--- config.mk ---
export PLATFORM = sky130hd
export DESIGN_NAME = rf_wb_arbiter
export DESIGN_NICKNAME = d
export VERILOG_FILES = /design/src/rtl/rf_wb_pkg.sv /design/src/rtl/rf_scoreboard.sv /design/src/rtl/rf_wb_arbiter.sv
export SDC_FILE = /design/constraint.sdc
export NUM_CORES = 1
export LEC_CHECK = 0
export CELL_PAD_IN_SITES_DETAIL_PLACEMENT = 1
export CELL_PAD_IN_SITES_GLOBAL_PLACEMENT = 1
export CORE_MARGIN = 5
export CORE_UTILIZATION = 48
export CTS_CLUSTER_SIZE = 20
export DETAILED_ROUTE_END_ITERATION = 16
export DONT_BUFFER_PORTS = 1
export PLACE_DENSITY_LB_ADDON = 0.05
export SYNTH_ARGS = -nofsm -noshare
export SYNTH_HDL_FRONTEND = slang
export SYNTH_SLANG_ARGS = --single-unit
--- constraint.sdc ---
create_clock -name i_clk -period 3.37 [get_ports i_clk]
set_clock_uncertainty 0.1 [all_clocks]
set_input_delay 0.5055 -clock i_clk [delete_from_list [all_inputs] [get_ports i_clk]]
set_output_delay 0.5055 -clock i_clk [all_outputs]
set_load 0.01 [all_outputs]
--- src/rtl/rf_wb_pkg.sv ---
// Shared widths and the grant encoding for the register-file write-back arbiter.
package rf_wb_pkg;

    localparam int XLEN       = 32;
    localparam int REG_ADDR_W = 5;
    localparam int NUM_REGS   = 32;

    typedef enum logic {
        GNT_ALU = 1'b0,
        GNT_LSU = 1'b1
    } grant_e;

endpackage

--- src/rtl/rf_scoreboard.sv ---
// Pending-write bitmap: one bit per architectural register, set on allocation, cleared on write-back.
module rf_scoreboard
    import rf_wb_pkg::*;
(
    input  logic                  i_clk,
    input  logic                  i_rst,
    input  logic                  i_set_en,
    input  logic [REG_ADDR_W-1:0] i_set_idx,
    input  logic                  i_clr_en,
    input  logic [REG_ADDR_W-1:0] i_clr_idx,
    output logic [NUM_REGS-1:0]   o_busy
);

    logic [NUM_REGS-1:0] r_busy;
    logic [NUM_REGS-1:0] w_busy_next;

    // Clear is applied before set so a same-cycle allocation of the same register wins.
    always_comb begin
        w_busy_next = r_busy;
        if (i_clr_en) begin
            w_busy_next[i_clr_idx] = 1'b0;
        end
        if (i_set_en) begin
            w_busy_next[i_set_idx] = 1'b1;
        end
        w_busy_next[0] = 1'b0;
    end

    always_ff @(posedge i_clk) begin
        if (!i_rst) begin
            r_busy <= '0;
        end else begin
            r_busy <= w_busy_next;
        end
    end

    assign o_busy = r_busy;

endmodule

--- src/rtl/rf_wb_arbiter.sv ---
// Round-robin ALU/LSU write-back arbiter with registered register-file write port and busy scoreboard.
// Optional same-cycle forwarding port enabled by defining RF_WB_BYPASS_EN.
module rf_wb_arbiter
    import rf_wb_pkg::*;
#(
    parameter int XLEN = rf_wb_pkg::XLEN
) (
    input  logic                  i_clk,
    input  logic                  i_rst,
    input  logic                  i_alu_valid,
    output logic                  o_alu_ready,
    input  logic [REG_ADDR_W-1:0] i_alu_rd,
    input  logic [XLEN-1:0]       i_alu_data,
    input  logic                  i_lsu_valid,
    output logic                  o_lsu_ready,
    input  logic [REG_ADDR_W-1:0] i_lsu_rd,
    input  logic [XLEN-1:0]       i_lsu_data,
    input  logic                  i_alloc_valid,
    input  logic [REG_ADDR_W-1:0] i_alloc_rd,
    output logic [NUM_REGS-1:0]   o_busy,
    output logic                  o_regwr,
    output logic [REG_ADDR_W-1:0] o_wr_rd,
    output logic [XLEN-1:0]       o_wrdata
`ifdef RF_WB_BYPASS_EN
    ,
    output logic                  o_byp_valid,
    output logic [REG_ADDR_W-1:0] o_byp_rd,
    output logic [XLEN-1:0]       o_byp_data
`endif
);

    grant_e                r_last_grant;
    grant_e                w_last_grant_next;
    logic                  w_alu_ready;
    logic                  w_lsu_ready;
    logic                  w_alu_acc;
    logic                  w_lsu_acc;
    logic [REG_ADDR_W-1:0] w_acc_rd;
    logic [XLEN-1:0]       w_acc_data;
    logic                  w_wr_en;

    logic                  r_regwr;
    logic [REG_ADDR_W-1:0] r_wr_rd;
    logic [XLEN-1:0]       r_wrdata;

    // On contention the side that did not win last time gets the grant; nothing is granted in reset.
    always_comb begin
        w_alu_ready = 1'b0;
        w_lsu_ready = 1'b0;
        if (i_rst) begin
            w_alu_ready = i_alu_valid && (!i_lsu_valid || (r_last_grant == GNT_LSU));
            w_lsu_ready = i_lsu_valid && (!i_alu_valid || (r_last_grant == GNT_ALU));
        end
    end

    assign w_alu_acc  = w_alu_ready;
    assign w_lsu_acc  = w_lsu_ready;
    assign w_acc_rd   = w_alu_acc ? i_alu_rd   : i_lsu_rd;
    assign w_acc_data = w_alu_acc ? i_alu_data : i_lsu_data;
    assign w_wr_en    = (w_alu_acc || w_lsu_acc) && (w_acc_rd != '0);

    always_comb begin
        w_last_grant_next = r_last_grant;
        if (w_alu_acc) begin
            w_last_grant_next = GNT_ALU;
        end else if (w_lsu_acc) begin
            w_last_grant_next = GNT_LSU;
        end
    end

    always_ff @(posedge i_clk) begin
        if (!i_rst) begin
            r_last_grant <= GNT_LSU;
        end else begin
            r_last_grant <= w_last_grant_next;
        end
    end

    // Index and data only move on a real write so an idle port keeps showing the last write.
    always_ff @(posedge i_clk) begin
        if (!i_rst) begin
            r_regwr  <= 1'b0;
            r_wr_rd  <= '0;
            r_wrdata <= '0;
        end else begin
            r_regwr <= w_wr_en;
            if (w_wr_en) begin
                r_wr_rd  <= w_acc_rd;
                r_wrdata <= w_acc_data;
            end
        end
    end

    rf_scoreboard u_scoreboard (
        .i_clk     (i_clk),
        .i_rst     (i_rst),
        .i_set_en  (i_alloc_valid),
        .i_set_idx (i_alloc_rd),
        .i_clr_en  (w_wr_en),
        .i_clr_idx (w_acc_rd),
        .o_busy    (o_busy)
    );

    assign o_alu_ready = w_alu_ready;
    assign o_lsu_ready = w_lsu_ready;
    assign o_regwr     = r_regwr;
    assign o_wr_rd     = r_wr_rd;
    assign o_wrdata    = r_wrdata;

`ifdef RF_WB_BYPASS_EN
    assign o_byp_valid = w_wr_en;
    assign o_byp_rd    = w_acc_rd;
    assign o_byp_data  = w_acc_data;
`endif

endmodule
### Word level (Yosys, flattened, before mapping)

Index checks and enable logic that the tools add are counted.

* register bits: 71

* bitwise gates (word level): 4
* reduce and logical (&&, ||, !) cells: 12
* mux-type cells: 12
* magnitude comparators: 4

Operators with widths (number)
* $mux W32: 3
* $and A32 B32 Y32: 1
* $not A32 Y32: 1
* $or A32 B32 Y32: 1
* $lt A5 B6 Y1 const B: 2
* $demux W1 S5: 2
* $ge A5 B1 Y1 const B: 2
* $mux W1: 6
* $logic_and A1 B1 Y1: 5
* $mux W5: 1
* $reduce_bool A5 Y1: 1
* $logic_or A1 B1 Y1: 3
* $logic_not A1 Y1: 2
* $reduce_bool A2 Y1: 1
* $not A1 Y1: 1

### Logic depth before layout (Yosys ltp)

Gate-level depths: netlist of run 1.

* depth after elaboration: 14
* depth in mapped cells: 7

### Hierarchy

From an unflattened synthesis of run 1, not the netlist that was laid out.

* cells, all modules: 340
* area total of the unflattened synthesis: 3306.9 um^2

By module, submodules not included
* rf_wb_arbiter: area each 2009.4 um^2, instances 1, sequential area each 780.7 um^2, cells each 206
* rf_scoreboard: area each 1297.5 um^2, instances 1, sequential area each 620.6 um^2, cells each 134

### Least setup slack after synthesis of run 1

Ideal clock, no wire load.

* path type: input port to flip-flop
* start point: input port i_alu_rd[2]
* end point: register r_wrdata[14], in the netlist o_wrdata[14]
* data required time: 3.148 ns
* data arrival time: 1.777 ns
* path slack: 1.371 ns
* stages on the path: 7
* setup time: 0.122 ns
* path buffers: 2
* cell sequence: buf_6 or4_4 nor4_4 a211o_4 inv_4 buf_6 mux2i_1

* longest elaborated chain between the ends: 3

RTL lines
* start, declared: line rf_wb_arbiter.sv:12 `input logic [REG_ADDR_W-1:0] i_alu_rd,`
* $mux W5: line rf_wb_arbiter.sv:58 `assign w_acc_rd = w_alu_acc ? i_alu_rd : i_lsu_rd;`
* $reduce_bool A5 Y1: line rf_wb_arbiter.sv:60 `assign w_wr_en = (w_alu_acc || w_lsu_acc) && (w_acc_rd != '0);`
* $logic_and A1 B1 Y1: line rf_wb_arbiter.sv:60
* end signal, assigned: line rf_wb_arbiter.sv:89 `r_wrdata <= w_acc_data;`
* end, declared: line rf_wb_arbiter.sv:44 `logic [XLEN-1:0] r_wrdata;`

No other way between the ends.
A chain may end at the register's enable or synchronous reset.

### Worst setup path after layout of run 1

* start point: register r_last_grant
* end point: output port o_lsu_ready

* longest elaborated chain between the ends: 4

RTL lines
* start, declared: line rf_wb_arbiter.sv:32 `grant_e r_last_grant;`
* start signal, assigned: line rf_wb_arbiter.sv:75 `r_last_grant <= w_last_grant_next;`
* $not A1 Y1: line rf_wb_arbiter.sv:52 `w_lsu_ready = i_lsu_valid && (!i_alu_valid || (r_last_grant == GNT_ALU));`
* $logic_or A1 B1 Y1: line rf_wb_arbiter.sv:52
* $logic_and A1 B1 Y1: line rf_wb_arbiter.sv:52
* $mux W1: line rf_wb_arbiter.sv:50 `if (i_rst) begin`
* end, declared: line rf_wb_arbiter.sv:15 `output logic o_lsu_ready,`

No other way between the ends.

==> summary.txt, run 1 <==
Global routing
  • First-pass GRT wire length: 18.2 mm
  • Via count of the first global-routing pass: 3321
  • Largest net degree at the start of global routing: 75
  • Remaining Overflow, GRT: 0
  • Initial antenna violation count: 0
  • Total GRT Usage: 0.237

Timing
  • Final min period: 2.71 ns
  • Setup-failing EPs final: 0
  • Worst Hold Slack: between 0.15 and 0.2 ns
  • RSZ-0062 raised after global routing: false
  • Slew HR: 0.514
  • Period utilization: 0.805
  • Max Clk Rate: 369 MHz
  • Fin. max-slew vios: 0
  • TNS Setup: 0 ns
  • Fin. Hold Viols: 0
  • Slew @ Worst Pin: between 0.7 and 0.8 ns

Synthesis
  • Synth Instances: around 430
  • Synth Cell Area: between 0.003 and 0.004 mm2
  • Synth Warn #: 0
  • Post-Synthesis Net Count: just over 500
  • Post-synthesis sequential area ratio: 0.384
  • Synth Register Bits: 70
  • Average size of a mapped cell: 8.46 um2
  • Primary FF master, synth: dfxtp_1
  • Cell variety after synth: 47
  • Asr flop ratio synth: 0
  • Post-synth EDFFs: 0

Clock network
  • Clock slew at reported path FFs: 0.08 ns
  • Clock buffer depth: 2
  • Setup bufs post-CTS: 0
  • CTS tree: done
  • CTS root buffer: clkbuf_8
  • Hold Buf Count CTS: 0
  • Clock Sinks: 70
  • CTS resizes: 0
  • Clk_lat worst skew: 0.34 ns
  • Cts bufs inserted: 9
  • CTS H-Tree Depth: 3

Die
  • Row count: 31
  • Die X: 97.2 um
  • I/O pin cnt: 156
  • Die area: around 0.0095 mm2
  • Floorplan core area: 0.00733 mm2
  • Starting Density: 0.498
  • Die H: 97.2 um

Route
  • Post-Route WL: 11.5 mm
  • DR pass1 iterations: 4
  • Vias: 3245
  • WL/cell: 22.2 um
  • Residual DRC: 0
  • Routed vias/inst: 6.25
  • Routed Antenna Nets: 0
  • Drt first-iter violations: 123

Pwr
  • Peak supply drop: 302 uV
  • P per Cell Area: 497 mW/mm2
  • Leak: 1.56 nW

Worst setup path
  • CP Data Required Time: 2.76 ns
  • FF-to-FF Start: r_last_grant
  • CP endpoint kind: output port
  • Crit path DAT: 2.11 ns
  • CP Launch Type: flop
  • Worst setup startpoint: r_last_grant
  • Critical path type: reg2out
  • Largest fanout on the critical path: 39

Placement
  • Post-DP HPWL: 8.37 mm
  • Final GP Congestion: 0.899
  • Port Buffer Count: 0

Cells and area
  • P&R area growth vs syn: 5.92%
  • # nets final: approximately 500
  • Diodes inserted: 0
  • Layout cells sized above 1: 0.0714
  • Area of the multi-input gates: approximately 0.0021 mm2
  • Filler cells: 888
  • Commonest non-fill, non-tap cells in the layout: nand2_1 (70), dfxtp_1 (70), mux2i_1 (64)
  • Reg area: around 0.0014 mm2

Run status
  • Outcome: finished, final reports clean

Worst hold path
  • Hold Startpoint: i_rst
  • Hold crit path type: in2reg

Flow run
  • Max_cap viols: 0
-- metrics by stage --
stage               utilization  instances  power (mW)  setup WS (ns)  cell area (um2)
floorplan                     -        432        1.15           1.37             3650
global placement          0.498        503        1.16          0.949             3650
detailed placement        0.498        503        1.18          0.897             3650
CTS                       0.528        519        1.94          0.624             3870
global route              0.528        519        2.01          0.479             3870
finish                    0.528        519        1.92          0.658             3870
-- sequential cells by signal (all words and copies together) (netlist names) --
| signal | count |
|---|---|
| o_wr_rd | 5 |
| o_regwr | 1 |
| o_wrdata | 32 |
| r_last_grant | 1 |
| u_scoreboard.o_busy | 31 |
-- final cells by class --
type,instances,share of cell area
Clock buffer,11,0.0365
Timing Repair Buffer,5,0.00970
Sequential cell,70,0.362
Tap cell,99,0.0320
Clock inverter,5,0.0210
Inverter,6,0.00647
Multi-Input combinational cell,323,0.532
-- metal layers --
| metal | global-route usage | part of all wire | vias up |
|---|---|---|---|
| li1 | - | - | 1532 |
| met1 | 0.269 | 0.40 | 1589 |
| met2 | 0.422 | 0.51 | 109 |
| met3 | 0.0747 | 0.075 | 15 |
| met4 | 0.0735 | 0.016 | 0 |
| met5 | 0 | 0 | - |
-- Yosys cell counts, types with 2 or more instances --
| library cell | number | area, um2 |
|---|---|---|
| dfxtp_1 | 70 | 1400 |
| nand2_1 | 70 | 263 |
| mux2i_1 | 64 | 641 |
| a21oi_1 | 41 | 205 |
| nor2_1 | 23 | 86.3 |
| o21ai_1 | 20 | 100 |
| clkbuf_1 | 17 | 63.8 |
| o21ai_0 | 16 | 80.1 |
| a221oi_1 | 14 | 123 |
| buf_2 | 8 | 40.0 |
| o2111ai_1 | 7 | 61.3 |
| nor2b_1 | 6 | 37.5 |
| and3_1 | 5 | 31.3 |
| nand3_1 | 5 | 25.0 |
| nand3b_1 | 5 | 37.5 |
| nor3b_1 | 5 | 37.5 |
| buf_6 | 4 | 45.0 |
| nand4_1 | 4 | 25.0 |
| nor3_1 | 4 | 20.0 |
| o22ai_1 | 4 | 25.0 |
| buf_1 | 3 | 11.3 |
| inv_1 | 3 | 11.3 |
| nand4b_1 | 3 | 26.3 |
| or3b_2 | 3 | 26.3 |
| or4_1 | 3 | 22.5 |
| inv_2 | 2 | 7.51 |
| nand2b_1 | 2 | 12.5 |
| o211ai_1 | 2 | 15.0 |
-- worst paths after layout --
path | endpoint | slack [ns] | cells past startpoint
max | o_lsu_ready | 0.66 | 5
min reg2reg | o_wr_rd[4] | 0.41 | 2
min | r_last_grant | 0.17 | 1
max reg2reg | o_wr_rd[4] | 1.18 | 6
-- worst max-delay path: stages, from the launching register on --
cell and delay [ns]:
dfxtp_1 0.33, nand2b_1 0.36, nand2_2 0.17, buf_4 0.49, inv_2 0.18, nor2_1 0.24
-- power by group --
group | switching, mW | internal [mW] | total, mW | leakage, nW
Clock | 0.330 | 0.439 | 0.769 | 0.110
Combinational | 0.118 | 0.0879 | 0.206 | 0.875
Sequential | 0.0670 | 0.882 | 0.949 | 0.576
Total | 0.514 | 1.41 | 1.92 | 1.56
-- logic make-up after synthesis --
logic type / share of synthesized area
other: 0.00103
AO/OA/AOI/OAI: 0.190
multiplexers: 0.175
AND/OR/NAND/NOR: 0.197
buffers and inverters: 0.0527
flip-flops: 0.384
Power figures use the tool's default switching activity.
==> run 2: changes to the inputs <==
--- a/config.mk
+++ b/config.mk
@@ -8,7 +8,7 @@
 export CELL_PAD_IN_SITES_DETAIL_PLACEMENT = 1
 export CELL_PAD_IN_SITES_GLOBAL_PLACEMENT = 1
 export CORE_MARGIN = 5
-export CORE_UTILIZATION = 48
+export CORE_UTILIZATION = 45
 export CTS_CLUSTER_SIZE = 20
 export DETAILED_ROUTE_END_ITERATION = 16
 export DONT_BUFFER_PORTS = 1
==> constraint.sdc (replaced) <==
create_clock -name i_clk -period 2.6 [get_ports i_clk]
set_clock_uncertainty 0.1 [all_clocks]
set_input_delay 0.39 -clock i_clk [delete_from_list [all_inputs] [get_ports i_clk]]
set_output_delay 0.39 -clock i_clk [all_outputs]
set_load 0.01 [all_outputs]
==> run 2 against run 1 <==
Final cell count grew 1.9%; critical path depth is the same; global-route usage shrank 0.41 points; worst setup slack lost 0.38 ns; first-iteration DRC count grew 24%; largest cell class unchanged; critical endpoint is now u_scoreboard.o_busy[8].
==> summary.txt, run 2 (synthesis gave the netlist of run 1 again) <==
Timing
  • Fin. max-slew vios: 0
  • Period utilization: 0.893
  • Fin. Hold Viols: 0
  • Final min period: 2.32 ns
  • Setup-failing EPs final: 0
  • Max Clk Rate: ~430 MHz
  • RSZ-0062 raised after global routing: false
  • TNS Setup: 0 ns
  • Slew HR: 0.418
  • Slew @ Worst Pin: just under 0.9 ns

Pwr
  • Clock network power share: 0.415
  • Combinational Power Share: 0.108
  • Leak: 1.60 nW
  • Switching share of total power: 0.260
  • Design Power: 2.58 mW
  • P per Cell Area: 652 mW/mm2
  • Net Switching: 670 uW
  • Internal power: 1.91 mW
  • Seq pwr share: 0.477
  • Peak supply drop: 284 uV

Cells and area
  • Final core utilization: 0.506
  • Filler cells: 915
  • Max FFs per register: 32
  • Diodes inserted: 0
  • # nets final: ~510
  • P&R area growth vs syn: 8.22%
  • Commonest non-fill, non-tap cells in the layout: nand2_1 (70), dfxtp_1 (70), mux2i_1 (64)
  • Area of the multi-input gates: a little over 0.002 mm2
  • Reg area: roughly 0.0014 mm2
  • Layout cells sized above 1: 0.0843

Placement
  • Post-DP HPWL: around 8.5 mm
  • Final GP Congestion: about 0.86
  • Port Buffer Count: 0

Global routing
  • Remaining Overflow, GRT: 0
  • Total GRT Usage: 0.232
  • First-pass GRT wire length: approximately 19 mm
  • Via count of the first global-routing pass: 3472
  • Initial antenna violation count: 0
  • Largest net degree at the start of global routing: 75

Route
  • Residual DRC: 0
  • Vias: 3288
  • DR pass1 iterations: 5
  • Post-Route WL: 11.7 mm
  • Routed Antenna Nets: 0
  • Drt first-iter violations: 153
  • Routed vias/inst: 6.22
  • WL/cell: roughly 22 um

Worst setup path
  • CP Data Required Time: 2.73 ns
  • CP endpoint kind: flop
  • CP Launch Type: flop
  • Largest fanout on the critical path: 11
  • FF-to-FF Start: r_last_grant
  • Worst setup startpoint: r_last_grant
  • Critical path type: reg2reg
  • Crit path DAT: 2.46 ns

Die
  • Starting Density: 0.468
  • Floorplan core area: 0.00781 mm2
  • Die X: 100 um
  • Die area: around 0.010 mm2
  • Die H: 100 um
  • Row count: 32
  • I/O pin cnt: 156

Clock network
  • Clock slew at reported path FFs: 0.08 ns
  • Hold Buf Count CTS: 0
  • Setup bufs post-CTS: 0
  • CTS resizes: 0
  • Clock Sinks: 70
  • CTS tree: done
  • Clk_lat worst skew: 0.34 ns
  • CTS root buffer: clkbuf_8
  • Clock buffer depth: 2
  • Cts bufs inserted: 9
  • CTS H-Tree Depth: 3

Worst hold path
  • Hold Startpoint: i_rst
  • Hold crit path type: in2reg

Run status
  • Outcome: finished, final reports clean

Flow run
  • Max_cap viols: 0
[run 2: power groups by stage]
stage          sequential, mW  clock [mW]  combinational [mW]
2_1_floorplan            1.23           0               0.251
3_3_place_gp             1.26           0               0.267
3_5_place_dp             1.26           0               0.281
4_1_cts                  1.23        1.10               0.281
5_1_grt                  1.24        1.14               0.311
6_report                 1.23        1.07               0.280
[run 2: final cells by class]
cell class	count	area share
flip-flops and latches	70	0.354
repair buffers	12	0.0259
clock inverters	5	0.0269
well taps	102	0.0323
inverters	6	0.00633
clock buffers	11	0.0332
multi-input cells	323	0.521
[run 2: final timing paths]
path | cells after the start | slack [ns] | endpoint
setup / recovery | 5 | 0.28 | u_scoreboard.o_busy[8]
hold / removal | 1 | 0.03 | r_last_grant
setup reg to reg | 5 | 0.28 | u_scoreboard.o_busy[8]
hold reg to reg | 2 | 0.41 | o_wr_rd[3]
[run 2: worst max-delay path, stage by stage, from the launching register on]
cell       delay [ns]
dfxtp_1          0.32
nor2b_1          0.68
buf_4            0.29
o2111ai_1        0.28
a221oi_1         0.44
o21ai_1          0.10
[run 2: metal layers]
| metal | GRT usage | up-vias | part of all wire |
|---|---|---|---|
| li1 | - | 1542 | - |
| met3 | 0.0785 | 16 | 0.093 |
| met2 | 0.395 | 154 | 0.50 |
| met5 | 0 | - | 0 |
| met4 | 0.0850 | 0 | 0.015 |
| met1 | 0.272 | 1576 | 0.39 |
[run 2: per-stage QoR]
step / worst slack (ns) / std cells / area [um2] / hold slack (ns)
after detailed placement: 0.262 / 513 / 3720 / 0.385
after CTS: 0.338 / 529 / 3950 / 0.0103
after global placement: 0.327 / 513 / 3720 / 0.371
after global routing: 0.128 / 529 / 3950 / 0.00849
after floorplan: 0.717 / 432 / 3650 / 0.362
final: 0.278 / 529 / 3950 / 0.0315
==> run 3: changes to the inputs <==
--- a/config.mk
+++ b/config.mk
@@ -5,10 +5,11 @@
 export SDC_FILE = /design/constraint.sdc
 export NUM_CORES = 1
 export LEC_CHECK = 0
+export ABC_AREA = 1
 export CELL_PAD_IN_SITES_DETAIL_PLACEMENT = 1
 export CELL_PAD_IN_SITES_GLOBAL_PLACEMENT = 1
 export CORE_MARGIN = 5
-export CORE_UTILIZATION = 45
+export CORE_UTILIZATION = 42
 export CTS_CLUSTER_SIZE = 20
 export DETAILED_ROUTE_END_ITERATION = 16
 export DONT_BUFFER_PORTS = 1
==> run 3 against run 2 <==
Count of clock-buffer cells in the layout is the same; combinational power rose by 11%; critical path depth is 7 higher; non-clock buffer count decreased by 6; area after synthesis is 6.7% lower; largest power group unchanged; highest routed layer unchanged.
==> summary.txt, run 3 <==
Cells and area
  • Reg area: roughly 0.0014 mm2
  • P&R area growth vs syn: 6.42%
  • Layout cells sized above 1: 0.0788
  • Max FFs per register: 32
  • Commonest non-fill, non-tap cells in the layout: nand2_1 (175), nor2_1 (92), dfxtp_1 (70)
  • # nets final: roughly 600
  • Diodes inserted: 0
  • Most common cell after layout, fill and taps aside: nand2_1
  • Post-route design area: 0.00363 mm2
  • Filler cells: 1076
  • Area of the multi-input gates: 0.00178 mm2

Clock network
  • Clock buffer depth: 2
  • CTS root buffer: clkbuf_8
  • Clock slew at reported path FFs: ~0.08 ns
  • Clock Sinks: 70
  • Clk_lat worst skew: 0.33 ns
  • CTS H-Tree Depth: 3
  • CTS tree: done
  • Setup bufs post-CTS: 0
  • Cts bufs inserted: 9

Timing
  • Max Clk Rate: 444 MHz
  • Setup-failing EPs final: 0
  • Slew HR: 0.486
  • Slew @ Worst Pin: 0.769 ns
  • Period utilization: 0.866
  • TNS Setup: 0 ns
  • RSZ-0062 raised after global routing: false
  • Fin. Hold Viols: 0
  • Fin. max-slew vios: 0
  • Final min period: 2.25 ns

Synthesis
  • Synth Warn #: 0
  • Average size of a mapped cell: 6.49 um2
  • Cell variety after synth: 25
  • Synth top cells by count: nand2_1 (175), nor2_1 (92), dfxtp_1 (70)
  • Post-synth EDFFs: 0
  • Post-Synthesis Net Count: 609
  • Synth Instances: 525
  • Post-synthesis sequential area ratio: 0.411
  • Primary FF master, synth: dfxtp_1
  • Area leader, netlist: dfxtp_1
  • Asr flop ratio synth: 0
  • Synth Cell Area: 0.00341 mm2
  • Synth top area share: 0.411
  • Synth area leaders: dfxtp_1 (41%), nand2_1 (19%), nor2_1 (10%)
  • Synth Register Bits: 70
  • Top-count cell post-synth: nand2_1

Placement
  • Port Buffer Count: 0
  • Final GP Congestion: 0.829
  • DP Area: 0.00342 mm2
  • Post-DP HPWL: 7.88 mm

Worst setup path
  • R2r setup slk: 0.35 ns
  • Top cell by count, worst path: nand2_2
  • Capturing point of the worst reg2reg path: o_wrdata[9]
  • Reg2Reg Depth: 12
  • CP Launch Type: flop
  • CP Data Required Time: 2.78 ns
  • Largest fanout on the critical path: 37
  • Critical path type: reg2reg
  • Max incr delay on CP: around 0.31 ns
  • FF-to-FF Start: r_last_grant
  • Worst-path cell chain: inv_1 > nand2_2 > nand2_4 > nand2_1 > nand2_2 > nand2_2 > nor2_4 > nand2_4 > nand2_2 > buf_6 > o21ai_0 > nor2_1
  • CP max-delay cell: dfxtp_1
  • Crit path DAT: 2.43 ns
  • CP endpoint kind: flop

Route
  • Routed vias/inst: 5.29
  • Vias: ~3300
  • WL/cell: around 17 um
  • Post-Route WL: 10.5 mm
  • Routed Antenna Nets: 0
  • Drt first-iter violations: 95
  • DR pass1 iterations: 4
  • Residual DRC: 0

Die
  • I/O pin cnt: 156
  • Die X: 100 um
  • Row count: 32
  • Die area: 0.0100 mm2
  • Die H: 100 um
  • Floorplan core area: 0.00781 mm2
  • Starting Density: 0.437

Worst hold path
  • Hold crit path type: in2reg
  • Hold path endpoint: r_last_grant
  • Worst hold path cell count: 1
  • Hold Startpoint: i_rst

Global routing
  • Remaining Overflow, GRT: 0
  • Via count of the first global-routing pass: about 3400
  • First-pass GRT wire length: 17.0 mm
  • Total GRT Usage: 0.211
  • Initial antenna violation count: 0
  • Largest net degree at the start of global routing: 38

Pwr
  • P per Cell Area: 665 mW/mm2
  • Peak supply drop: 242 uV
  • Leak: between 1.5 and 2 nW

Run status
  • Outcome: finished, final reports clean

Flow run
  • Max_cap viols: 0
-- run 3: cell count changes in the layout (fill, tap and decap cells not counted), sizes merged, moves of 8 or more --
cell / delta
inv: +9
o21ai: +8
a221oi: -14
mux2i: -64
nand2: +119
nand3: +28
nor2: +71
-- run 3: kinds of logic (layout without fill, tap and decap cells) --
| kind of cell | after synthesis | count (layout) | synth area share |
|---|---|---|---|
| AND/OR/NAND/NOR | 330 | 330 | 0.402 |
| other | 1 | 1 | 0.00110 |
| AO/OA/AOI/OAI | 80 | 80 | 0.119 |
| flip-flops | 70 | 70 | 0.411 |
| buffers and inverters | 44 | 39 | 0.0672 |
-- run 3: worst max-delay path, delay by kind of cell (launching register included) --
family / cells / cell delay (ns)
AOI/OAI and AO/OA: 1 / 0.12
buffers and inverters: 2 / 0.37
DFF: 1 / 0.31
and+or+nand+nor: 9 / 1.27
-- run 3: timing repair --
item                       CTS  global route
gates resized for setup      0             2
hold buffers                 0             0
setup endpoints to repair    0            34
-- run 3: routing by layer --
layer / track usage / part of all wire / up-vias
met5: 0 / 0 / -
met4: 0.0466 / 0.0071 / 0
met3: 0.0820 / 0.10 / 8
met2: 0.364 / 0.48 / 97
met1: 0.249 / 0.41 / 1532
li1: - / - / 1652
-- run 3: how the worst max path moves through the flow --
stage	slack [ns]	start	cells past startpoint	endpoint
after global placement	0.26	i_lsu_valid	11	o_wrdata[16]
after floorplan	0.80	i_rst	14	o_wr_rd[3]
final	0.35	r_last_grant	12	o_wrdata[9]
after CTS	0.12	r_last_grant	12	o_wrdata[17]
after global routing	0.08	r_last_grant	12	o_wr_rd[2]
after detailed placement	0.14	i_lsu_valid	11	o_wrdata[17]
-- run 3: final cells by class --
cell class | instances | share of cell area
Clock buffer | 11 | 0.0390
Clock inverter | 5 | 0.0162
Inverter | 17 | 0.0197
Multi-Input combinational cell | 411 | 0.490
Sequential cell | 70 | 0.386
Tap cell | 102 | 0.0352
Timing Repair Buffer | 6 | 0.0134
-- run 3: power by group --
part / switching (mW) / internal (mW) / total (mW)
combinational: 0.216 / 0.0948 / 0.311
sequential: 0.0713 / 1.13 / 1.20
clock: 0.427 / 0.470 / 0.897
-- run 3: stage by stage --
stage | cells | hold WS [ns] | power (mW) | utilization | setup slack, ns
3_3_place_gp | 606 | 0.401 | 1.53 | 0.438 | 0.257
4_1_cts | 622 | 0.0523 | 2.44 | 0.464 | 0.124
2_1_floorplan | 525 | 0.383 | 1.48 | - | 0.796
6_report | 622 | 0.0600 | 2.41 | 0.465 | 0.349
3_5_place_dp | 606 | 0.404 | 1.55 | 0.438 | 0.143
5_1_grt | 622 | 0.0464 | 2.55 | 0.465 | 0.0833
